**config.mk**
```make
export PLATFORM = sky130hd
export DESIGN_NAME = program_counter
export DESIGN_NICKNAME = d
export VERILOG_FILES = /design/src/rtl/rv_core_pkg.sv /design/src/rtl/pc_next_calc.sv /design/src/rtl/program_counter.sv
export SDC_FILE = /design/constraint.sdc
export NUM_CORES = 1
export LEC_CHECK = 0
export CORE_MARGIN = 5
export CORE_UTILIZATION = 48
export DETAILED_ROUTE_END_ITERATION = 6
export PLACE_DENSITY = 0.84
export SLEW_MARGIN = 20
export SYNTH_ARGS = -nofsm -noshare
export SYNTH_HDL_FRONTEND = slang
export SYNTH_SLANG_ARGS = --single-unit
```
**constraint.sdc**
```tcl
create_clock -name clk -period 2.7 [get_ports clk]
set_input_delay 0.405 -clock clk [delete_from_list [all_inputs] [get_ports clk]]
set_output_delay 0.405 -clock clk [all_outputs]
set_load 0.01 [all_outputs]
```
**src/rtl/rv_core_pkg.sv**
```systemverilog
// Shared core-wide types and constants for the RISC-V fetch path.
package rv_core_pkg;

    localparam int unsigned XLEN = 32;

    typedef logic [XLEN-1:0] addr_t;

    localparam addr_t       PC_RESET_VECTOR = 32'h0000_0000;
    localparam int unsigned PC_INC          = 4;

endpackage

```
**src/rtl/pc_next_calc.sv**
```systemverilog
// Combinational next-PC selection: sequential increment or PC-relative jump.
module pc_next_calc
    import rv_core_pkg::*;
#(
    parameter int unsigned XLEN   = rv_core_pkg::XLEN,
    parameter int unsigned PC_INC = rv_core_pkg::PC_INC
) (
    input  logic [XLEN-1:0] pc_reg,
    input  logic            jmp,
    input  logic [XLEN-1:0] imm,
    output logic [XLEN-1:0] next_pc
);

    localparam logic [XLEN-1:0] INC = XLEN'(PC_INC);

    logic [XLEN-1:0] jump_offset;

    // Shifting left within XLEN bits keeps two's-complement sign, so negative imm steps backward.
    assign jump_offset = imm << 1;

    always_comb begin
        next_pc = pc_reg + INC;
        if (jmp) begin
            next_pc = pc_reg + jump_offset;
        end
    end

endmodule

```
**src/rtl/program_counter.sv**
```systemverilog
// Fetch-path PC register: reset, stall, jump, or sequential advance.
// Optional PC_ALIGN_CHECK_EN adds a registered 'misaligned' flag output.
module program_counter
    import rv_core_pkg::*;
#(
    parameter int unsigned     XLEN         = rv_core_pkg::XLEN,
    parameter logic [XLEN-1:0] RESET_VECTOR = rv_core_pkg::PC_RESET_VECTOR,
    parameter int unsigned     PC_INC       = rv_core_pkg::PC_INC
) (
    input  logic            clk,
    input  logic            rst,
    input  logic            en,
    input  logic            jmp,
    input  logic [XLEN-1:0] imm,
    output logic [XLEN-1:0] pc_out
`ifdef PC_ALIGN_CHECK_EN
    ,
    output logic            misaligned
`endif
);

    logic [XLEN-1:0] pc_reg;
    logic [XLEN-1:0] next_pc;

    pc_next_calc #(
        .XLEN   (XLEN),
        .PC_INC (PC_INC)
    ) u_pc_next_calc (
        .pc_reg  (pc_reg),
        .jmp     (jmp),
        .imm     (imm),
        .next_pc (next_pc)
    );

    always_ff @(posedge clk) begin
        if (!rst) begin
            pc_reg <= RESET_VECTOR;
        end else if (en) begin
            pc_reg <= next_pc;
        end
    end

    assign pc_out = pc_reg;

`ifdef PC_ALIGN_CHECK_EN
    // Cleared to 0 on reset regardless of RESET_VECTOR alignment.
    always_ff @(posedge clk) begin
        if (!rst) begin
            misaligned <= 1'b0;
        end else if (en) begin
            misaligned <= next_pc[1];
        end
    end
`endif

endmodule

```
==> impl_metrics.toml, run 1 <==
[status]
outcome = "finished, final reports clean"

[cells_and_area]
instances_no_fill = 715
final_nets = 683
layout-drive-gt1-share_pct = 21.8
syn_to_final_growth_pct = 45.2
largest_reg_flops = 31
antenna_cells = 0
nFillCells = 571
multi_input_area_um2 = 2980
seq_area_um2 = 622

[clocking]
clk_latency_ps = 300
clockBufferDepth = 2
cts_max_level = 2
clockRootBuffer = "clkbuf_8"
clock_sinks = 31
cts_made_buffers = 5
tritoncts = "yes"
cts-hold-fix-buffers = 0
clk_pin_slew_ps = 80

[synth]
synth_warnings = 0
synth_compound_area_share_pct = 34.1
synthSimpleGateAreaFrac_pct = 26.7
synth_cells = 482
synth_nets = 550
synth_xor_area_share_pct = 4.19
ys_seq_area_share_pct = 17.5
synth_mux_area_share_pct = 2.01
ys_async_sr_fraction_pct = 0
synthFlopType = "dfxtp_1"
avgSynthCellArea_um2 = 7.37
synth.top_cells.by_area = "dfxtp_1 17%, ha_1 11%, a21oi_1 6.3%"
synthAdderAreaFrac_pct = 11.5
synth_edf_count = 0
yosys.area.top_type = "dfxtp_1"
synth-seq-cells = 31
netlist.area_leader.share_pct = 17.5
synth_top_family_by_area = "compound AO/OA/AOI/OAI gates"
netlist-cell-type-count = 73
synth_area_um2 = 3550

[worst_setup_path]
reg2reg_depth = 9
crit_type = "input port to flop"
critPathArrivalTime_ps = 2870
end_kind = "flop"
cp_data_required_time_ps = 2890
cp_max_fo = 3
setup.worst_path.start_class = "input port"
timing.rr.end = "pc_out[28]$_SDFFE_PN0P_"
r2r_start = "pc_out[16]$_SDFFE_PN0P_"
rrSetupSlack_ps = 150

[sta]
setup_tns_ps = 0
layout_setup_ws_ps = 21.9
rsz0062_at_grt = "yes"
maxSlewHeadroom_pct = 58.6
fin_skew_ps = 5.53
setup_violations = 0
fin_crit_sh_pct = 99.2
hold_viol = 0
worst_pin_slew_ps = 621
fin_crit_ps = 2680
slew_viol_final = 0
fmax_mhz = 373

[hold_path]
worstHoldPathCells = 2
min_from = "pc_out[1]$_SDFFE_PN0P_"
whs_endpoint = "pc_out[1]$_SDFFE_PN0P_"
hold_path_class = "flop to flop"

[grt]
grt_max_degree = 37
grt_pass1_wl_um = 19600
antenna_found_initial = 0
grt_pass1_vias = 4298
gr-usage-all-layers_pct = 26.6
grt_overflow = 0

[placement]
port_buffers = 65
dp_cells = 700
place_congestion = 0.947
hpwl_um = 9030
post-place-ws_ps = -512

[power]
clkPwrFrac_pct = 23.5
vdd_drop_max_mv = 0.191
p_int_mw = 1.18
power.density_nw_per_um2 = 365
p_comb_share_pct = 47.6
power_mw = 1.88
switching_power_mw = 0.699
power_frac_seq_pct = 28.9
p_leak_nw = 2.23
swShare_pct = 37.2

[die]
ioPinCount = 68
core_um2 = 7210
die_area_um2 = 9220
start_util_pct = 49.2
fp.dieW_um = 96.0
die_h_um = 96.0
row_count = 31

[flow_run]
max_cap_viol_count = 0

[drt]
routed-via-count = 4511
wl_um = 12700
viasPerCell = 6.31
drt_first_pass_iters = 7
drtIter0Drc = 590
antenna_left = 0
wl_per_cell_um = 17.7
drc = 0
layout make-up:
cell class                      count  share of cell area (%)
Clock buffer                        8                    1.94
Sequential cell                    31                    12.1
Tap cell                           99                    2.40
Multi-Input combinational cell    415                    57.8
Timing Repair Buffer              147                    24.7
Inverter                           15                    1.09
kinds of logic (layout without fill, tap and decap cells):
group                    count (synthesis)  in the layout
multiplexers                             7              7
other                                    1              1
buffers and inverters                   36            170
AND/OR/NAND/NOR                        177            177
AO/OA/AOI/OAI                          181            181
flip-flops                              31             31
XOR/XNOR                                17             17
adder cells (fa/ha/maj)                 32             32
power groups by stage:
stage               sequential, mW  combinational (mW)  clock, mW
floorplan                    0.569               0.428          0
global placement             0.546               0.792          0
detailed placement           0.547               0.811          0
CTS                          0.537               0.826      0.442
global route                 0.548               0.966      0.462
finish                       0.543               0.896      0.442
worst max-delay path: stages:
cell and delay [ps]:
clkdlybuf4s50_1 410, ha_1 310, and4_4 250, and3_4 200
or4b_4 490, nand3_4 110, o311a_1 220, a211oi_2 60
buf_4 150, a221o_1 280
cell usage in the layout, fill, tap and decap left out, drive strengths merged, types with 7 or more instances in the layout:
cell and n:
dfxtp 31, o21ai 45, o21a 12, inv 15, nand2 46, nor3 9
ha 31, a211oi 11, clkdlybuf4s50 61, a21boi 7, xor2 9, buf 82
or3 7, nor4 7, nor2b 8, xnor2 8, nand3 20, clkbuf 8
nand4 10, nor2 34, a21o 14, a21oi 45, and3 14
synth_stat cells, types with 3 or more instances:
cell type,instances
a21oi_1,45
nand2_1,45
o21ai_0,40
nor2_1,34
dfxtp_1,31
ha_1,31
clkbuf_1,19
nand3_1,19
inv_1,15
a21o_1,14
and3_1,14
o21a_1,12
a211oi_1,9
nand4_1,9
xor2_1,9
nor2b_1,8
nor3_1,8
xnor2_1,8
a21boi_0,7
or3_1,7
mux2i_1,6
a31oi_1,5
o211ai_1,5
o21ai_1,5
and4_1,4
nand2b_1,4
nor4_1,4
o31ai_1,4
nor3b_1,3
o211a_1,3
o21bai_1,3
per-layer routing:
layer,vias to the layer above,wire length (µm),track usage [%]
li1,2082,-,-
met1,2091,5070,33.3
met2,278,6020,45.0
met3,60,1150,4.53
met4,0,424,10.9
met5,-,0,0
worst max path at each step:
stage | startpoint | end | slack [ps] | depth (start not counted)
after global placement | imm[0] | pc_out[27]$_SDFFE_PN0P_ | -410 | 12
after floorplan | pc_out[1]$_SDFFE_PN0P_ | pc_out[27]$_SDFFE_PN0P_ | 170 | 11
after global routing | imm[13] | pc_out[28]$_SDFFE_PN0P_ | -60 | 10
after CTS | imm[2] | pc_out[31]$_SDFFE_PN0P_ | 1 | 10
final | imm[15] | pc_out[28]$_SDFFE_PN0P_ | 20 | 10
after detailed placement | imm[0] | pc_out[27]$_SDFFE_PN0P_ | -510 | 12
repair_timing:
| item | 4_1_cts | 5_1_grt |
|---|---|---|
| setup buffers | 3 | 4 |
| endpoints found under the setup margin | 7 | 15 |
| pin swaps | 12 | 13 |
| cloned | 0 | 0 |
| gates resized for setup | 11 | 27 |
through the flow:
stage	util [%]	hold WS, ps	cell area (µm²)
after floorplan	-	490	3550
after global placement	66.6	461	4810
after detailed placement	66.6	462	4810
after CTS	68.7	482	4960
after global routing	71.5	498	5160
final	71.5	485	5160
No activity file was read; power rests on OpenSTA's default activity.
==> run 2: changes to the inputs <==
--- a/config.mk
+++ b/config.mk
@@ -5,10 +5,11 @@
 export SDC_FILE = /design/constraint.sdc
 export NUM_CORES = 1
 export LEC_CHECK = 0
+export ABC_AREA = 1
 export CORE_MARGIN = 5
-export CORE_UTILIZATION = 48
+export CORE_UTILIZATION = 50
 export DETAILED_ROUTE_END_ITERATION = 6
-export PLACE_DENSITY = 0.84
+export PLACE_DENSITY = 0.85
 export SLEW_MARGIN = 20
 export SYNTH_ARGS = -nofsm -noshare
 export SYNTH_HDL_FRONTEND = slang
==> impl_metrics.toml, run 2 <==
[status]
outcome = "finished, final reports clean"

[clocking]
clockBufferDepth = 2
cts_made_buffers = 5
clockRootBuffer = "clkbuf_8"
tritoncts = "yes"
clk_latency_ps = 290
clk_pin_slew_ps = 70
cts-hold-fix-buffers = 0
clock_sinks = 31
postCtsSetupBuffers = 0
cts_max_level = 2
cts_resized = 0

[worst_setup_path]
crit_type = "input port to flop"
reg2reg_depth = 9
r2r_start = "pc_out[6]$_SDFFE_PN0P_"
end_kind = "flop"
rrSetupSlack_ps = 460
timing.critical_path.slowest_cell_delay_ps = 460
path_buf_inv = 2
path_cells = "clkdlybuf4s50_1 > ha_1 > inv_1 > fa_1 > nor2_1 > nor2_1 > nor2_1 > nor2_2 > o21bai_2 > nand2_1 > nand3_1 > nand3_1 > a21oi_1"
critPathArrivalTime_ps = 2570
setup.worst_path.start_class = "input port"
cp_max_fo = 4
cp_data_required_time_ps = 2930
slowest_stage = "clkdlybuf4s50_1"
crit_top_cell = "nor2_1"
timing.rr.end = "pc_out[15]$_SDFFE_PN0P_"
crit_family = "simple AND/OR/NAND/NOR gates"

[grt]
grt_overflow = 0
antenna_found_initial = 0
gr-usage-all-layers_pct = 27.1
grt_pass1_wl_um = 21800
grt_pass1_vias = 4521
grt_max_degree = 39

[drt]
drc = 0
antenna_left = 0
wl_um = 13600
viasPerCell = 5.60
routed-via-count = 4875
drt_first_pass_iters = 5
drtIter0Drc = 335
wl_per_cell_um = 15.7

[cells_and_area]
final_common_cell = "nand2_1"
final_cell_mix = "189 x nand2_1, 79 x a21oi_1, 71 x nor2_1"
final_nets = 833
antenna_cells = 0
largest_reg_flops = 31
layout-drive-gt1-share_pct = 7.83
syn_to_final_growth_pct = 21.7

[placement]
place_congestion = 0.981
hpwl_um = 11100
port_buffers = 65
post-place-ws_ps = 53.4

[sta]
fin_crit_sh_pct = 86.8
slew_viol_final = 0
maxSlewHeadroom_pct = 52.6
worst_pin_slew_ps = 710
layout_setup_ws_ps = 356
rsz0062_at_grt = "no"
setup_tns_ps = 0
fmax_mhz = 427
fin_skew_ps = 6.34
fin_crit_ps = 2340
hold_viol = 0
setup_violations = 0

[power]
power_mw = 1.78
p_leak_nw = 2.20
power.density_nw_per_um2 = 360
vdd_drop_max_mv = 0.208

[synth]
synthFlopType = "dfxtp_1"
synth_edf_count = 0
synth_area_um2 = 4070
avgSynthCellArea_um2 = 5.84
synth_cells = 697
netlist.area_leader.share_pct = 17.4
ys_seq_area_share_pct = 15.3
yosys.area.top_type = "nand2_1"
synth.top_cells.by_area = "nand2_1 17%, dfxtp_1 15%, a21oi_1 9.7%"
ys_async_sr_fraction_pct = 0
synth.most_common_cell = "nand2_1"
synthTopCellsByCount = "189 x nand2_1, 79 x a21oi_1, 71 x nor2_1"
netlist-cell-type-count = 44
synth_warnings = 0
synth_nets = 765
synth-seq-cells = 31

[die]
ioPinCount = 68
die_h_um = 100
start_util_pct = 50.5
row_count = 33
die_area_um2 = 10000
fp.dieW_um = 100
core_um2 = 8050

[hold_path]
whs_endpoint = "pc_out[1]$_SDFFE_PN0P_"
min_from = "pc_out[1]$_SDFFE_PN0P_"
worstHoldPathCells = 2
hold_path_class = "flop to flop"

[flow_run]
max_cap_viol_count = 0
==> run 2: worst min-delay path: cells and delay by family, from the launching register on <==
family / cells / cell delay (ps)
DFF: 1 / 330
AOI/OAI and AO/OA: 1 / 50
and+or+nand+nor: 1 / 60
==> run 2: kinds of logic after synthesis <==
| logic type | count (synthesis) | share of synthesized area, % |
|---|---|---|
| AO/OA/AOI/OAI | 154 | 20.8 |
| XOR/XNOR | 22 | 4.74 |
| adder cells (fa/ha/maj) | 32 | 10.0 |
| buffers and inverters | 88 | 8.30 |
| flip-flops | 31 | 15.3 |
| other | 1 | 0.0922 |
| AND/OR/NAND/NOR | 369 | 40.8 |
==> run 2: how the worst max path moves through the flow <==
stage                                 from                      end  slack, ps  cells past startpoint
finish                              imm[0]  pc_out[29]$_SDFFE_PN0P_        360                     13
global route                        imm[0]  pc_out[15]$_SDFFE_PN0P_        210                     14
CTS                                 imm[0]  pc_out[29]$_SDFFE_PN0P_        350                     13
detailed placement                  imm[0]  pc_out[29]$_SDFFE_PN0P_         50                     13
global placement                    imm[0]  pc_out[17]$_SDFFE_PN0P_        120                     16
floorplan           pc_out[2]$_SDFFE_PN0P_  pc_out[29]$_SDFFE_PN0P_        790                     11
==> run 2: layout make-up <==
class | instances | area, µm²
clock buffer | 7 | 76.3
clock inverter | 1 | 5.00
fill | 815 | 3100
inverter | 73 | 274
multi-input combinational | 578 | 3110
sequential | 31 | 621
tap | 105 | 131
timing repair buffer | 76 | 733
==> run 2: routing by layer <==
metal	track usage (%)	vias to the layer above	part of all wire, %
li1	-	2464	-
met1	35.5	2173	43
met2	44.9	209	46
met3	3.89	29	7.5
met4	10.3	0	3.4
met5	0	-	0
==> run 2: stage by stage <==
step	std cells	hold slack [ps]	instance area (µm²)	util [%]
final	871	485	4950	61.5
after global routing	871	518	4950	61.5
after CTS	871	488	4950	61.5
after detailed placement	863	477	4870	60.5
after global placement	863	470	4870	60.5
after floorplan	697	501	4070	-
==> run 2: power breakdown <==
part,switching (mW),internal [mW],leakage (nW)
sequential,0.0793,0.497,0.257
clock,0.187,0.181,0.0422
combinational,0.489,0.351,1.91
total,0.755,1.03,2.20
==> run 3: changes to the inputs <==
--- a/config.mk
+++ b/config.mk
@@ -7,9 +7,9 @@
 export LEC_CHECK = 0
 export ABC_AREA = 1
 export CORE_MARGIN = 5
-export CORE_UTILIZATION = 50
+export CORE_UTILIZATION = 41
 export DETAILED_ROUTE_END_ITERATION = 6
-export PLACE_DENSITY = 0.85
+export PLACE_DENSITY = 0.73
 export SLEW_MARGIN = 20
 export SYNTH_ARGS = -nofsm -noshare
 export SYNTH_HDL_FRONTEND = slang
==> impl_metrics.toml, run 3 (synthesis results as in run 2) <==
[flow_run]
max_cap_viol_count = 0

[grt]
grt_max_degree = 39
grt_pass1_wl_um = 22300
antenna_found_initial = 0
grt_pass1_vias = 4674
gr-usage-all-layers_pct = 23.7
grt_overflow = 0

[drt]
routed-via-count = 4903
drt_first_pass_iters = 5
wl_per_cell_um = 15.5
wl_um = 13900
drtIter0Drc = 370
viasPerCell = 5.46
drc = 0
antenna_left = 0

[sta]
fin_skew_ps = 6.00
fin_crit_ps = 2350
fin_crit_sh_pct = 87.2
worst_pin_slew_ps = 748
hold_viol = 0
maxSlewHeadroom_pct = 50.1
slew_viol_final = 0
rsz0062_at_grt = "no"
fmax_mhz = 425
setup_tns_ps = 0
setup_violations = 0

[die]
row_count = 36
die_area_um2 = 12000
fp.dieW_um = 110
core_um2 = 9730
start_util_pct = 41.8
ioPinCount = 68
die_h_um = 110

[clocking]
clockBufferDepth = 2
postCtsSetupBuffers = 0
cts_max_level = 2
cts_resized = 0
clock_sinks = 31
cts_made_buffers = 5
tritoncts = "yes"
clk_pin_slew_ps = 70
cts-hold-fix-buffers = 0
clockRootBuffer = "clkbuf_8"
clk_latency_ps = 300

[worst_setup_path]
crit_type = "input port to flop"
timing.critical_path.slowest_cell_delay_ps = 460
path_cells = "clkdlybuf4s50_1 > ha_1 > inv_1 > fa_1 > nor2_1 > nor2_1 > nor2_1 > nor2_2 > inv_2 > nand2_1 > nand2_1 > a21oi_1 > o21ai_1 > nand3_1 > nand2_1 > inv_1"
critPathArrivalTime_ps = 2560
cp_max_fo = 4
end_kind = "flop"
rrSetupSlack_ps = 460
slowest_stage = "clkdlybuf4s50_1"
cp_data_required_time_ps = 2900
crit_start = "imm[0]"
reg2reg_depth = 10
setup.worst_path.start_class = "input port"
timing.rr.end = "pc_out[26]$_SDFFE_PN0P_"
r2r_start = "pc_out[17]$_SDFFE_PN0P_"

[cells_and_area]
final_nets = 833
instances_no_fill = 898
finish.instance_area_um2 = 4990
antenna_cells = 0
syn_to_final_growth_pct = 22.7
final_common_cell = "nand2_1"
nFillCells = 1029
layout-drive-gt1-share_pct = 7.97
final_cell_mix = "189 x nand2_1, 79 x a21oi_1, 71 x nor2_1"
largest_reg_flops = 31

[status]
outcome = "finished, final reports clean"

[hold_path]
whs_endpoint = "pc_out[1]$_SDFFE_PN0P_"
hold_path_class = "flop to flop"
worstHoldPathCells = 2
min_from = "pc_out[1]$_SDFFE_PN0P_"

[placement]
hpwl_um = 11300
dp_cells = 891
place_area_um2 = 4900
port_buffers = 65
place_congestion = 0.959

[power]
power_mw = 1.81
p_leak_nw = 2.21
power.density_nw_per_um2 = 362
vdd_drop_max_mv = 0.180
## run 3: cell count changes in the layout (fill, tap and decap cells not counted)
cell,delta
clkbuf_1,-2
clkbuf_8,+1
## run 3: layer usage
layer  GRT usage, %  vias to the layer above  part of all wire, %
met5              0                        -                    0
met3           3.76                       60                  8.3
met1           30.9                     2151                   43
li1               -                     2457                    -
met4           14.6                        0                  6.3
met2           36.4                      235                   42
## run 3: area by class of cell
| class | count | area, µm² | share of cell area [%] |
|---|---|---|---|
| clock inverter | 1 | 5.00 | 0.100 |
| clock buffer | 6 | 82.6 | 1.65 |
| multi-input combinational | 578 | 3110 | 62.3 |
| sequential | 31 | 621 | 12.4 |
| inverter | 73 | 274 | 5.49 |
| tap | 133 | 166 | 3.33 |
| timing repair buffer | 76 | 733 | 14.7 |
## run 3: critical path, delay by kind of cell
kind / cells / cell delay (ps)
AND/OR/NAND/NOR: 8 / 740
buffers and inverters: 4 / 640
AO/OA/AOI/OAI: 2 / 200
adder cells (fa/ha/maj): 2 / 570
## run 3: how the worst max path moves through the flow
| stage | slack [ps] | cells after the start | endpoint |
|---|---|---|---|
| final | 350 | 16 | pc_out[17]$_SDFFE_PN0P_ |
| after global placement | 90 | 16 | pc_out[17]$_SDFFE_PN0P_ |
| after global routing | 150 | 12 | pc_out[30]$_SDFFE_PN0P_ |
| after floorplan | 790 | 11 | pc_out[29]$_SDFFE_PN0P_ |
| after CTS | 340 | 16 | pc_out[17]$_SDFFE_PN0P_ |
| after detailed placement | 50 | 16 | pc_out[17]$_SDFFE_PN0P_ |
## run 3: power breakdown
group	leakage, nW	switching, mW	internal, mW
Sequential	0.257	0.0759	0.497
Combinational	1.91	0.496	0.351
Clock	0.0470	0.187	0.200
Total	2.21	0.759	1.05
## run 3: through the flow
stage / hold slack (ps) / setup slack [ps] / utilization, %
floorplan: 501 / 793 / -
global placement: 474 / 85.0 / 50.4
detailed placement: 484 / 46.7 / 50.4
CTS: 494 / 343 / 51.3
global route: 521 / 152 / 51.3
finish: 490 / 345 / 51.3
